===== src/rtl/clock_div_pkg.sv =====
// Shared constants and channel state encoding
// for the multi-channel clock divider.
package clock_div_pkg;

    localparam int DEF_WIDTH = 12;
    localparam int DEF_DIV   = 4095;

    typedef enum logic {
        ST_IDLE = 1'b0,
        ST_RUN  = 1'b1
    } ch_state_e;

endpackage


===== src/rtl/clock_divider_channel.sv =====
// One divider channel: counter, active and
// shadow divisor, registered tick/clk_out.
module clock_divider_channel
    import clock_div_pkg::*;
#(
    parameter int WIDTH       = DEF_WIDTH,
    parameter int DEFAULT_DIV = DEF_DIV
) (
    input  logic             clk,
    input  logic             rst,
    input  logic             en,
    input  logic             sync,
    input  logic             load,
    input  logic [WIDTH-1:0] div_in,
    output logic             tick,
    output logic             clk_out,
    output logic             pending
);

    localparam logic [WIDTH-1:0] DIV_RST = WIDTH'(DEFAULT_DIV);

    logic [WIDTH-1:0] cnt;
    logic [WIDTH-1:0] div_act;
    logic [WIDTH-1:0] div_shd;
    ch_state_e        state;
    logic             term;

    always_comb begin
        state = (en && div_act != '0) ? ST_RUN : ST_IDLE;
        term  = (state == ST_RUN) && (cnt == div_act);
    end

    always_ff @(posedge clk or negedge rst) begin
        if (!rst) begin
            cnt     <= '0;
            div_act <= DIV_RST;
            div_shd <= DIV_RST;
            tick    <= 1'b0;
            clk_out <= 1'b0;
            pending <= 1'b0;
        end else if (sync) begin
            cnt     <= '0;
            tick    <= 1'b0;
            clk_out <= 1'b0;
            pending <= 1'b0;
            if (load) begin
                div_act <= div_in;
                div_shd <= div_in;
            end else if (pending) begin
                div_act <= div_shd;
            end
        end else begin
            tick <= term;
            unique case (state)
                ST_IDLE: begin
                    if (load) begin
                        div_act <= div_in;
                        div_shd <= div_in;
                        pending <= 1'b0;
                    end
                end
                ST_RUN: begin
                    if (term) begin
                        cnt     <= '0;
                        clk_out <= ~clk_out;
                    end else begin
                        cnt <= cnt + WIDTH'(1);
                    end
                    // Mid-period loads wait in the shadow so the
                    // running period always finishes on the old divisor.
                    if (load && !term) begin
                        div_shd <= div_in;
                        pending <= 1'b1;
                    end else if (load) begin
                        div_act <= div_in;
                        div_shd <= div_in;
                        pending <= 1'b0;
                    end else if (term && pending) begin
                        div_act <= div_shd;
                        pending <= 1'b0;
                    end
                end
                default: ;
            endcase
        end
    end

endmodule


===== src/rtl/clock_divider_multi.sv =====
// Multi-channel programmable tick generator:
// CHANNELS independent dividers sharing sync.
module clock_divider_multi
    import clock_div_pkg::*;
#(
    parameter int CHANNELS    = 4,
    parameter int WIDTH       = DEF_WIDTH,
    parameter int DEFAULT_DIV = DEF_DIV
) (
    input  logic                      clk,
    input  logic                      rst,
    input  logic [CHANNELS-1:0]       en,
    input  logic                      sync,
    input  logic [CHANNELS-1:0]       load,
    input  logic [CHANNELS*WIDTH-1:0] div_in,
    output logic [CHANNELS-1:0]       tick,
    output logic [CHANNELS-1:0]       clk_out,
    output logic [CHANNELS-1:0]       pending
);

    for (genvar i = 0; i < CHANNELS; i++) begin : g_ch
        clock_divider_channel #(
            .WIDTH       (WIDTH),
            .DEFAULT_DIV (DEFAULT_DIV)
        ) u_ch (
            .clk     (clk),
            .rst     (rst),
            .en      (en[i]),
            .sync    (sync),
            .load    (load[i]),
            .div_in  (div_in[i*WIDTH +: WIDTH]),
            .tick    (tick[i]),
            .clk_out (clk_out[i]),
            .pending (pending[i])
        );
    end

endmodule


===== config.mk =====
export PLATFORM = sky130hd
export DESIGN_NAME = clock_divider_multi
export DESIGN_NICKNAME = d
export VERILOG_FILES = /design/src/rtl/clock_div_pkg.sv /design/src/rtl/clock_divider_channel.sv /design/src/rtl/clock_divider_multi.sv
export SDC_FILE = /design/constraint.sdc
export NUM_CORES = 1
export LEC_CHECK = 0
export CAP_MARGIN = 15
export CORE_MARGIN = 1
export CORE_UTILIZATION = 58
export DETAILED_ROUTE_END_ITERATION = 6
export PLACE_DENSITY = 0.84
export REMOVE_ABC_BUFFERS = 1
export SETUP_SLACK_MARGIN = 0.02
export SLEW_MARGIN = 25
export SYNTH_ARGS = -nofsm -noshare
export SYNTH_HDL_FRONTEND = slang
export SYNTH_SLANG_ARGS = --single-unit

===== constraint.sdc =====
create_clock -name clk -period 2.8 [get_ports clk]
set_input_delay 0.28 -clock clk [delete_from_list [all_inputs] [get_ports clk]]
set_output_delay 0.28 -clock clk [all_outputs]
set_load 0.05 [all_outputs]

==> results of run 1 <==
[through the flow]
step,setup TNS [ps],hold WS (ps)
global route,0,184.9
floorplan,-3039,-15.59
finish,0,187.9
global placement,0,328.0
CTS,0,174.8
detailed placement,0,332.0
[power groups by stage]
stage	logic [mW]	registers, mW	clock network [mW]
after floorplan	0.571	2.82	0
after global placement	0.829	2.86	0
after detailed placement	0.875	2.88	0
after CTS	0.895	2.85	2.52
after global routing	0.970	2.88	2.62
final	0.887	2.85	2.49
[timing repair]
item	in CTS	in global routing
hold buffers	1	0
endpoints found under the hold margin	38	0
gates resized for setup	0	0
[state kept, by name (all words and copies together) (netlist names)]
register	cells
g_ch.u_ch.clk_out	4
g_ch.u_ch.cnt	48
g_ch.u_ch.div_act	48
g_ch.u_ch.div_shd	48
g_ch.u_ch.pending	4
g_ch.u_ch.tick	4
[critical path, stage by stage, from the launching register on]
cell     delay, ps
dfstp_2        380
or4_1          580
o31a_1         470
nor2_2         180
buf_4          250
mux2_2         370
mux2_1         310
[worst paths after layout]
kind	cells after the start	from	slack [ps]	end
worst min register to register	2	g_ch[2].u_ch.div_act[8]	510	g_ch[2].u_ch.div_act[8]
max in group asynchronous	3	rst	1530	g_ch[0].u_ch.div_shd[6]
worst max register to register	6	g_ch[1].u_ch.div_act[6]	170	g_ch[1].u_ch.div_act[2]
min in group asynchronous	2	rst	430	g_ch[1].u_ch.cnt[6]
worst min-delay path	2	sync	190	g_ch[2].u_ch.cnt[0]
worst max-delay path	6	g_ch[1].u_ch.div_act[6]	170	g_ch[1].u_ch.div_act[2]
[cell type report]
class,instances,share of cell area
sequential,156,0.4206
multi-input combinational,472,0.3967
timing repair buffer,89,0.08933
clock buffer,25,0.05859
tap,176,0.02302
clock inverter,7,0.009417
inverter,6,0.002354
[Yosys cell counts (6+ instances only)]
| master | instances | area share |
|---|---|---|
| or4_1 | 12 | 0.011 |
| dfrtp_1 | 60 | 0.19 |
| or3_1 | 6 | 0.0046 |
| nand3_1 | 12 | 0.0074 |
| o21ai_0 | 16 | 0.0099 |
| mux2i_1 | 17 | 0.021 |
| nand2_1 | 28 | 0.013 |
| mux2_4 | 10 | 0.019 |
| mux2_2 | 85 | 0.12 |
| o21ai_1 | 10 | 0.0062 |
| nor4_1 | 7 | 0.0054 |
| nand4_1 | 13 | 0.010 |
| o31ai_1 | 16 | 0.015 |
| buf_2 | 9 | 0.0056 |
| o2111ai_1 | 12 | 0.013 |
| a21oi_1 | 13 | 0.0081 |
| and3_1 | 8 | 0.0062 |
| mux2_1 | 26 | 0.036 |
| xor2_1 | 56 | 0.061 |
| dfstp_2 | 96 | 0.31 |
| buf_4 | 13 | 0.012 |
| nor2_1 | 50 | 0.023 |
| xnor2_1 | 26 | 0.028 |
| clkbuf_1 | 20 | 0.0093 |
[routing by layer]
layer | share of wire | track usage
met1 | 0.42 | 0.3008
met3 | 0.048 | 0.05846
met5 | 0 | 0
met4 | 0.015 | 0.09219
met2 | 0.52 | 0.4407
[kinds of logic after synthesis]
| group | synth area share |
|---|---|
| DFF | 0.4983 |
| and+or+nand+nor | 0.09824 |
| muxes | 0.1945 |
| AOI/OAI and AO/OA | 0.08135 |
| xor gates and xnor gates | 0.08894 |
| buffers and inverters | 0.03254 |
| adders and majority gates | 0.006198 |
==> flow_metrics.env, run 1 <==
export IMPL_skew_ps=10.84
export IMPL_ios=71
export IMPL_grt_max_degree=73
export IMPL_post_cts_setup_buffers=0
export IMPL_clk_latency_ps=430
export IMPL_dr_first_iter_drc_count=343
export IMPL_power_leakage_nw=3.897
export IMPL_cts_tree="yes"
export IMPL_synth_ff_type="dfstp_2"
export IMPL_ctsLongestPathBuffers=2
export IMPL_route_detailed_drc=0
export IMPL_p_int_mw=4.699
export IMPL_final_nets=805
export IMPL_layout_common_cells="96 x dfstp_2, 85 x mux2_2, 68 x clkdlybuf4s50_1, 60 x dfrtp_1, 56 x xor2_1"
export IMPL_cts_buffers=17
export IMPL_dieArea_um2=14400
export IMPL_groute_usage_overall=0.2519
export IMPL_grt_pass1_vias=5839
export IMPL_hold_path_class="in2reg"
export IMPL_total_power_mw=6.224
export IMPL_arrival_ps=2980
export IMPL_worst_slew_pin_slew_ps=930.6
export IMPL_vias=5584
export IMPL_die_y_um=120.0
export IMPL_avgSynthCellArea_um2=11.88
export IMPL_antenna_found_initial=0
export IMPL_ff_latch_area_um2=4024
export IMPL_stdcell_count=931
export IMPL_power_frac_seq=0.458
export IMPL_hold_viol_final=0
export IMPL_fin_ws_ps=169.7
export IMPL_ant_nets=0
export IMPL_grt_overflow=0
export IMPL_placed_cells=898
export IMPL_synth_ff_latch_count=156
export IMPL_endpoint_kind="register"
export IMPL_clk_pin_slew_ps=60
export IMPL_yosys_warnings=0
export IMPL_num_rows=42
export IMPL_yosysUniqueCellTypes=54
export IMPL_crit_type="reg2reg"
export IMPL_cts_root_buf="clkbuf_16"
export IMPL_pwr_density_cell_nw_per_um2=650.6
export IMPL_rsz0062_at_grt="no"
export IMPL_synth_edf_count=0
export IMPL_post_route_min_period_ps=2630
export IMPL_switchingPower_mw=1.525
export IMPL_area_growth_pct=18.47
export IMPL_utilization=0.7139
export IMPL_first_pass_iters=5
export IMPL_place_congestion=0.8933
export IMPL_synth_cells=680
export IMPL_setup_violations=0
export IMPL_cap_violations=0
export IMPL_swShare=0.2450
export IMPL_ctsHtreeMaxLevel=4
export IMPL_maxSlewViolCount=0
export IMPL_fin_crit_sh=0.9394
export IMPL_ir_drop_v=0.0004842
export IMPL_vias_per_cell=5.998
export IMPL_die_w_um=120.0
export IMPL_final_area_um2=9567
export IMPL_drive_gt1_frac=0.3325
export IMPL_synth_area_um2=8075
export IMPL_routedWlPerCell_um=18.21
export IMPL_initial_core_util=0.6026
export IMPL_fillers=907
export IMPL_grt_pass1_wl_um=28400
export IMPL_core_um2=13400
export IMPL_power_frac_clock=0.400
export IMPL_multiInputGateArea_um2=3795
export IMPL_ys_seq_area_frac=0.4983
export IMPL_layout_commonest_cell="dfstp_2"
export IMPL_hpwl_um=11550
export IMPL_cts_sinks=156
export IMPL_numPortBuffers=70
export IMPL_crit_path_start_kind="register"
export IMPL_required_ps=3150
export IMPL_combPwrFrac=0.143
export IMPL_outcome="completed"
export IMPL_placed_cell_area_um2=8906
export IMPL_diodes=0
export IMPL_max_freq_mhz=380.2
export IMPL_wl_um=16960
export IMPL_relSlewSlack=0.3715
export IMPL_crit_path_max_fanout=15
export IMPL_dpl_worst_slack_ps=236.7
export IMPL_synth_async_reset_ratio=1.000
No activity file was read; power rests on OpenSTA's default activity.
==> run 2, diff against run 1 <==
--- a/config.mk
+++ b/config.mk
@@ -7,9 +7,9 @@
 export LEC_CHECK = 0
 export CAP_MARGIN = 15
 export CORE_MARGIN = 1
-export CORE_UTILIZATION = 58
+export CORE_UTILIZATION = 60
 export DETAILED_ROUTE_END_ITERATION = 6
-export PLACE_DENSITY = 0.84
+export PLACE_DENSITY = 0.86
 export REMOVE_ABC_BUFFERS = 1
 export SETUP_SLACK_MARGIN = 0.02
 export SLEW_MARGIN = 25
==> constraint.sdc (replaced) <==
create_clock -name clk -period 3.25 [get_ports clk]
set_input_delay 0.325 -clock clk [delete_from_list [all_inputs] [get_ports clk]]
set_output_delay 0.325 -clock clk [all_outputs]
set_load 0.05 [all_outputs]
==> run 2 against run 1 <==
  * The run now ends with hold timing left
  * Register-to-register slack improved by 410 ps
  * Flip-flop and latch count unchanged
  * Clock power decreased by 16%
  * Cell area decreased by 0.84%
  * Critical path depth unchanged
  * Fmax decreased by 1.6%
  * Hold slack got worse by 200 ps
  * Cell count decreased by 0.75%
  * Critical path type unchanged
  * Largest cell class unchanged
  * Highest routed layer unchanged
==> flow_metrics.env, run 2 (synthesized netlist as in run 1, its figures left out) <==
export IMPL_dr_first_iter_drc_count=290
export IMPL_ant_nets=0
export IMPL_power_leakage_nw=3.841
export IMPL_first_pass_iters=7
export IMPL_ctsHtreeMaxLevel=4
export IMPL_setup_violations=0
export IMPL_slowest_delay_ps=610
export IMPL_die_w_um=118.0
export IMPL_crit_type="reg2reg"
export IMPL_layout_commonest_cell="dfstp_2"
export IMPL_numPortBuffers=70
export IMPL_crit_path_start_kind="register"
export IMPL_dieArea_um2=13930
export IMPL_core_um2=13190
export IMPL_cap_violations=0
export IMPL_die_y_um=118.0
export IMPL_hold_viol_final=7
export IMPL_num_rows=42
export IMPL_crit_start="g_ch[0].u_ch.div_act[6]"
export IMPL_vias_per_cell=6.035
export IMPL_ctsLongestPathBuffers=2
export IMPL_dpl_worst_slack_ps=653.7
export IMPL_ctsResizeCount=0
export IMPL_post_cts_setup_buffers=0
export IMPL_grt_overflow=0
export IMPL_holdBufCountCts=0
export IMPL_worst_slew_pin_slew_ps=827.7
export IMPL_relSlewSlack=0.4482
export IMPL_cts_root_buf="clkbuf_16"
export IMPL_endpoint_kind="register"
export IMPL_hold_path_class="in2async"
export IMPL_violations="hold timing"
export IMPL_pwr_density_cell_nw_per_um2=558.6
export IMPL_post_route_min_period_ps=2673
export IMPL_area_growth_pct=17.48
export IMPL_largest_registers="g_ch.u_ch.cnt (48), g_ch.u_ch.div_act (48), g_ch.u_ch.div_shd (48)"
export IMPL_ir_drop_v=0.0003673
export IMPL_diodes=0
export IMPL_initial_core_util=0.6122
export IMPL_place_congestion=0.8700
export IMPL_grt_max_degree=97
export IMPL_drive_gt1_frac=0.3302
export IMPL_antenna_found_initial=0
export IMPL_vias=5576
export IMPL_placed_cell_area_um2=8861
export IMPL_wl_um=16860
export IMPL_holdWs_ps=-15.14
export IMPL_grt_pass1_wl_um=28540
export IMPL_cts_buffers=17
export IMPL_cpMaxStageDelayCell="or4_1"
export IMPL_rsz0062_at_grt="no"
export IMPL_final_nets=798
export IMPL_arrival_ps=3030
export IMPL_ios=71
export IMPL_cts_sinks=156
export IMPL_clk_pin_slew_ps=60
export IMPL_fin_crit_sh=0.8225
export IMPL_required_ps=3610
export IMPL_final_area_um2=9487
export IMPL_layout_common_cells="96 x dfstp_2, 85 x mux2_2, 68 x clkdlybuf4s50_1, 60 x dfrtp_1, 56 x xor2_1"
export IMPL_outcome="finished with violations"
export IMPL_maxSlewViolCount=0
export IMPL_fin_ws_ps=576.9
export IMPL_routedWlPerCell_um=18.25
export IMPL_crit_path_max_fanout=11
export IMPL_groute_usage_overall=0.2584
export IMPL_max_freq_mhz=374.1
export IMPL_clk_latency_ps=430
export IMPL_route_detailed_drc=0
export IMPL_crit_chain="or4_1, o31a_1, nor2_2, buf_4, mux2_2, mux2_4"
export IMPL_reg2reg_from="g_ch[0].u_ch.div_act[6]"
export IMPL_skew_ps=9.613
export IMPL_cts_tree="yes"
export IMPL_hpwl_um=11040
export IMPL_grt_pass1_vias=5839
export IMPL_finalSetupTns_ps=0
-- run 2: power by group --
group          switching, mW  internal (mW)
logic                  0.361          0.403
clock network          0.810           1.28
registers              0.166           2.28
total                   1.34           3.96
-- run 2: area by class of cell --
cell class	instances	area, um^2
Inverter	6	22.52
Fill cell	915	3704
Clock buffer	19	464.2
Multi-Input combinational cell	472	3795
Clock inverter	13	161.4
Sequential cell	156	4024
Timing Repair Buffer	82	799.5
Tap cell	176	220.2
-- run 2: critical path: cells and delay by family (launching register included) --
kind / cells / cell delay (ps)
AOI/OAI and AO/OA: 1 / 430
and+or+nand+nor: 2 / 880
buffers and inverters: 1 / 260
muxes: 2 / 640
DFF: 1 / 380
-- run 2: worst paths after layout --
| check | to | slack (ps) | cells past startpoint |
|---|---|---|---|
| worst max-delay path | g_ch[0].u_ch.div_act[7] | 580 | 6 |
| worst min-delay path | g_ch[0].u_ch.clk_out | -20 | 1 |
| worst max register to register | g_ch[0].u_ch.div_act[7] | 580 | 6 |
| worst min register to register | g_ch[2].u_ch.div_act[11] | 520 | 2 |
| max in group asynchronous | g_ch[1].u_ch.div_shd[9] | 2400 | 2 |
| min in group clk | g_ch[1].u_ch.clk_out | 420 | 2 |
-- run 2: metrics by stage --
step | utilization | instances | hold slack, ps | total power, mW
global route | 0.7192 | 924 | 61.77 | 5.493
finish | 0.7192 | 924 | -15.14 | 5.299
global placement | 0.6718 | 892 | 461.0 | 3.169
CTS | 0.7192 | 924 | 25.13 | 5.314
floorplan | - | 634 | 29.41 | 2.917
detailed placement | 0.6718 | 892 | 472.4 | 3.221
-- run 2: per-layer routing --
| layer | track usage | share of wire | routed length (um) |
|---|---|---|---|
| met2 | 0.4445 | 0.52 | 8749 |
| met5 | 0 | 0 | 0 |
| met1 | 0.3220 | 0.42 | 7077 |
| met3 | 0.04748 | 0.043 | 733 |
| met4 | 0.1010 | 0.018 | 299 |
==> run 3, diff against run 2 <==
--- a/config.mk
+++ b/config.mk
@@ -7,9 +7,9 @@
 export LEC_CHECK = 0
 export CAP_MARGIN = 15
 export CORE_MARGIN = 1
-export CORE_UTILIZATION = 60
+export CORE_UTILIZATION = 58
 export DETAILED_ROUTE_END_ITERATION = 6
-export PLACE_DENSITY = 0.86
+export PLACE_DENSITY = 0.84
 export REMOVE_ABC_BUFFERS = 1
 export SETUP_SLACK_MARGIN = 0.02
 export SLEW_MARGIN = 25
==> constraint.sdc (replaced) <==
create_clock -name clk -period 2.65 [get_ports clk]
set_input_delay 0.265 -clock clk [delete_from_list [all_inputs] [get_ports clk]]
set_output_delay 0.265 -clock clk [all_outputs]
set_load 0.05 [all_outputs]
==> run 3 against run 2 <==
  * The flow now finishes without violations
  * Core utilization decreased by 0.75 points
  * Via count decreased by 1.7%
  * Fmax increased by 8.9%
  * Clock power increased by 11%
  * Register-to-register slack got worse by 380 ps
  * First-iteration DRC count increased by 7.9%
  * Die area increased by 3.4%
  * Clock skew decreased by 3.1 ps
  * Cell count increased by 0.97%
==> flow_metrics.env, run 3 (synthesized netlist as in run 1, its figures left out) <==
export IMPL_power_leakage_nw=3.876
export IMPL_power_frac_seq=0.480
export IMPL_dr_first_iter_drc_count=313
export IMPL_finalSetupTns_ps=0
export IMPL_cts_sinks=156
export IMPL_clk_pin_slew_ps=60
export IMPL_ctsResizeCount=0
export IMPL_cap_violations=0
export IMPL_crit_start="g_ch[1].u_ch.div_act[2]"
export IMPL_cts_buffers=17
export IMPL_ios=71
export IMPL_grt_overflow=0
export IMPL_endpoint_kind="register"
export IMPL_placed_cells=902
export IMPL_crit_path_max_fanout=11
export IMPL_vias=5480
export IMPL_outcome="completed"
export IMPL_crit_type="reg2reg"
export IMPL_ctsHtreeMaxLevel=4
export IMPL_area_growth_pct=18.11
export IMPL_stdcell_count=933
export IMPL_reg2reg_to="g_ch[1].u_ch.div_act[7]"
export IMPL_wl_um=16420
export IMPL_grt_pass1_vias=5758
export IMPL_grt_max_degree=67
export IMPL_num_rows=42
export IMPL_hold_path_class="in2reg"
export IMPL_core_um2=13400
export IMPL_hpwl_um=11180
export IMPL_p_int_mw=4.738
export IMPL_cts_root_buf="clkbuf_16"
export IMPL_groute_usage_overall=0.2501
export IMPL_vias_per_cell=5.874
export IMPL_worst_slew_pin_slew_ps=795.6
export IMPL_total_power_mw=6.273
export IMPL_first_pass_iters=4
export IMPL_route_detailed_drc=0
export IMPL_hold_start="sync"
export IMPL_reg2reg_from="g_ch[1].u_ch.div_act[2]"
export IMPL_reg2reg_slack_ps=200
export IMPL_largest_registers="g_ch.u_ch.cnt (48), g_ch.u_ch.div_act (48), g_ch.u_ch.div_shd (48)"
export IMPL_post_route_min_period_ps=2455
export IMPL_utilization=0.7118
export IMPL_layout_commonest_cell="dfstp_2"
export IMPL_rsz0062_at_grt="no"
export IMPL_hold_viol_final=0
export IMPL_holdPathEnd="g_ch[1].u_ch.clk_out"
export IMPL_skew_ps=6.541
export IMPL_clk_latency_ps=420
export IMPL_die_w_um=120.0
export IMPL_swShare=0.2447
export IMPL_place_congestion=0.8614
export IMPL_combPwrFrac=0.150
export IMPL_relSlewSlack=0.4647
export IMPL_grt_pass1_wl_um=28230
export IMPL_drive_gt1_frac=0.3289
export IMPL_ant_nets=0
export IMPL_maxSlewViolCount=0
export IMPL_fillers=945
export IMPL_layout_common_cells="96 x dfstp_2, 85 x mux2_2, 68 x clkdlybuf4s50_1, 60 x dfrtp_1, 56 x xor2_1"
export IMPL_rr_worst_depth=6
export IMPL_die_y_um=120.0
export IMPL_initial_core_util=0.6026
export IMPL_antenna_found_initial=0
export IMPL_setup_violations=0
export IMPL_diodes=0
export IMPL_numPortBuffers=70
export IMPL_max_freq_mhz=407.4
export IMPL_ctsLongestPathBuffers=2
export IMPL_arrival_ps=2800
export IMPL_switchingPower_mw=1.535
export IMPL_routedWlPerCell_um=17.59
export IMPL_fin_crit_sh=0.9264
export IMPL_required_ps=2990
export IMPL_pwr_density_cell_nw_per_um2=657.7
export IMPL_dieArea_um2=14400
export IMPL_power_frac_clock=0.370
export IMPL_whs_path_depth=2
export IMPL_crit_path_start_kind="register"
export IMPL_final_nets=809
export IMPL_cts_tree="yes"
export IMPL_ir_drop_v=0.0004738
## run 3: changes by cell type in the layout (fill, tap and decap cells not counted), moves of 3 or more
cell	previous run	this run
clkinv_2	4	0
clkbuf_1	0	6
clkinvlp_4	3	0
buf_4	11	19
bufinv_16	3	0
clkbuf_8	1	5
## run 3: worst max-delay path by stage
stage	end	slack (ps)	cells after the start
after floorplan	g_ch[2].u_ch.div_act[0]	-450	5
after global placement	g_ch[1].u_ch.div_act[2]	240	6
after detailed placement	g_ch[1].u_ch.div_act[4]	190	6
after CTS	g_ch[1].u_ch.div_act[2]	190	6
after global routing	g_ch[1].u_ch.div_act[10]	80	6
final	g_ch[1].u_ch.div_act[7]	200	6
## run 3: cell type report
type,instances,area (um^2),area share
well taps,176,220.2,0.02309
flip-flops and latches,156,4024,0.4219
inverters,6,22.52,0.002361
clock buffers,30,566.8,0.05943
multi-input cells,472,3795,0.3979
repair buffers,93,909.6,0.09537
## run 3: power groups by stage
| stage | clock (mW) | combinational, mW | sequential (mW) |
|---|---|---|---|
| CTS | 2.37 | 0.951 | 3.01 |
| floorplan | 0 | 0.603 | 2.98 |
| global route | 2.48 | 1.03 | 3.04 |
| global placement | 0 | 0.889 | 3.02 |
| finish | 2.32 | 0.942 | 3.01 |
| detailed placement | 0 | 0.932 | 3.04 |
## run 3: metal layers
metal,global-route usage,share of wire
met1,0.3186,0.43
met2,0.4174,0.51
met3,0.05466,0.041
met4,0.09297,0.018
met5,0,0
## run 3: stage by stage
| stage | setup WS (ps) | area (um^2) | hold WS (ps) |
|---|---|---|---|
| after detailed placement | 185.4 | 8961 | 302.4 |
| after global placement | 244.6 | 8961 | 289.7 |
| final | 195.2 | 9538 | 361.0 |
| after CTS | 187.3 | 9538 | 345.2 |
| after floorplan | -450.7 | 7835 | -30.59 |
| after global routing | 83.52 | 9538 | 412.3 |
## run 3: worst max-delay path: stages, from the launching register on
cell	delay, ps
dfstp_2	370
or4_1	550
o31a_1	460
nor2_2	150
buf_4	190
mux2_2	340
mux2_1	310
## run 3: repair_timing
| item | CTS | global route |
|---|---|---|
| hold endpoints to repair | 21 | 0 |
| hold buffers | 1 | 0 |
| setup buffers | 0 | 0 |
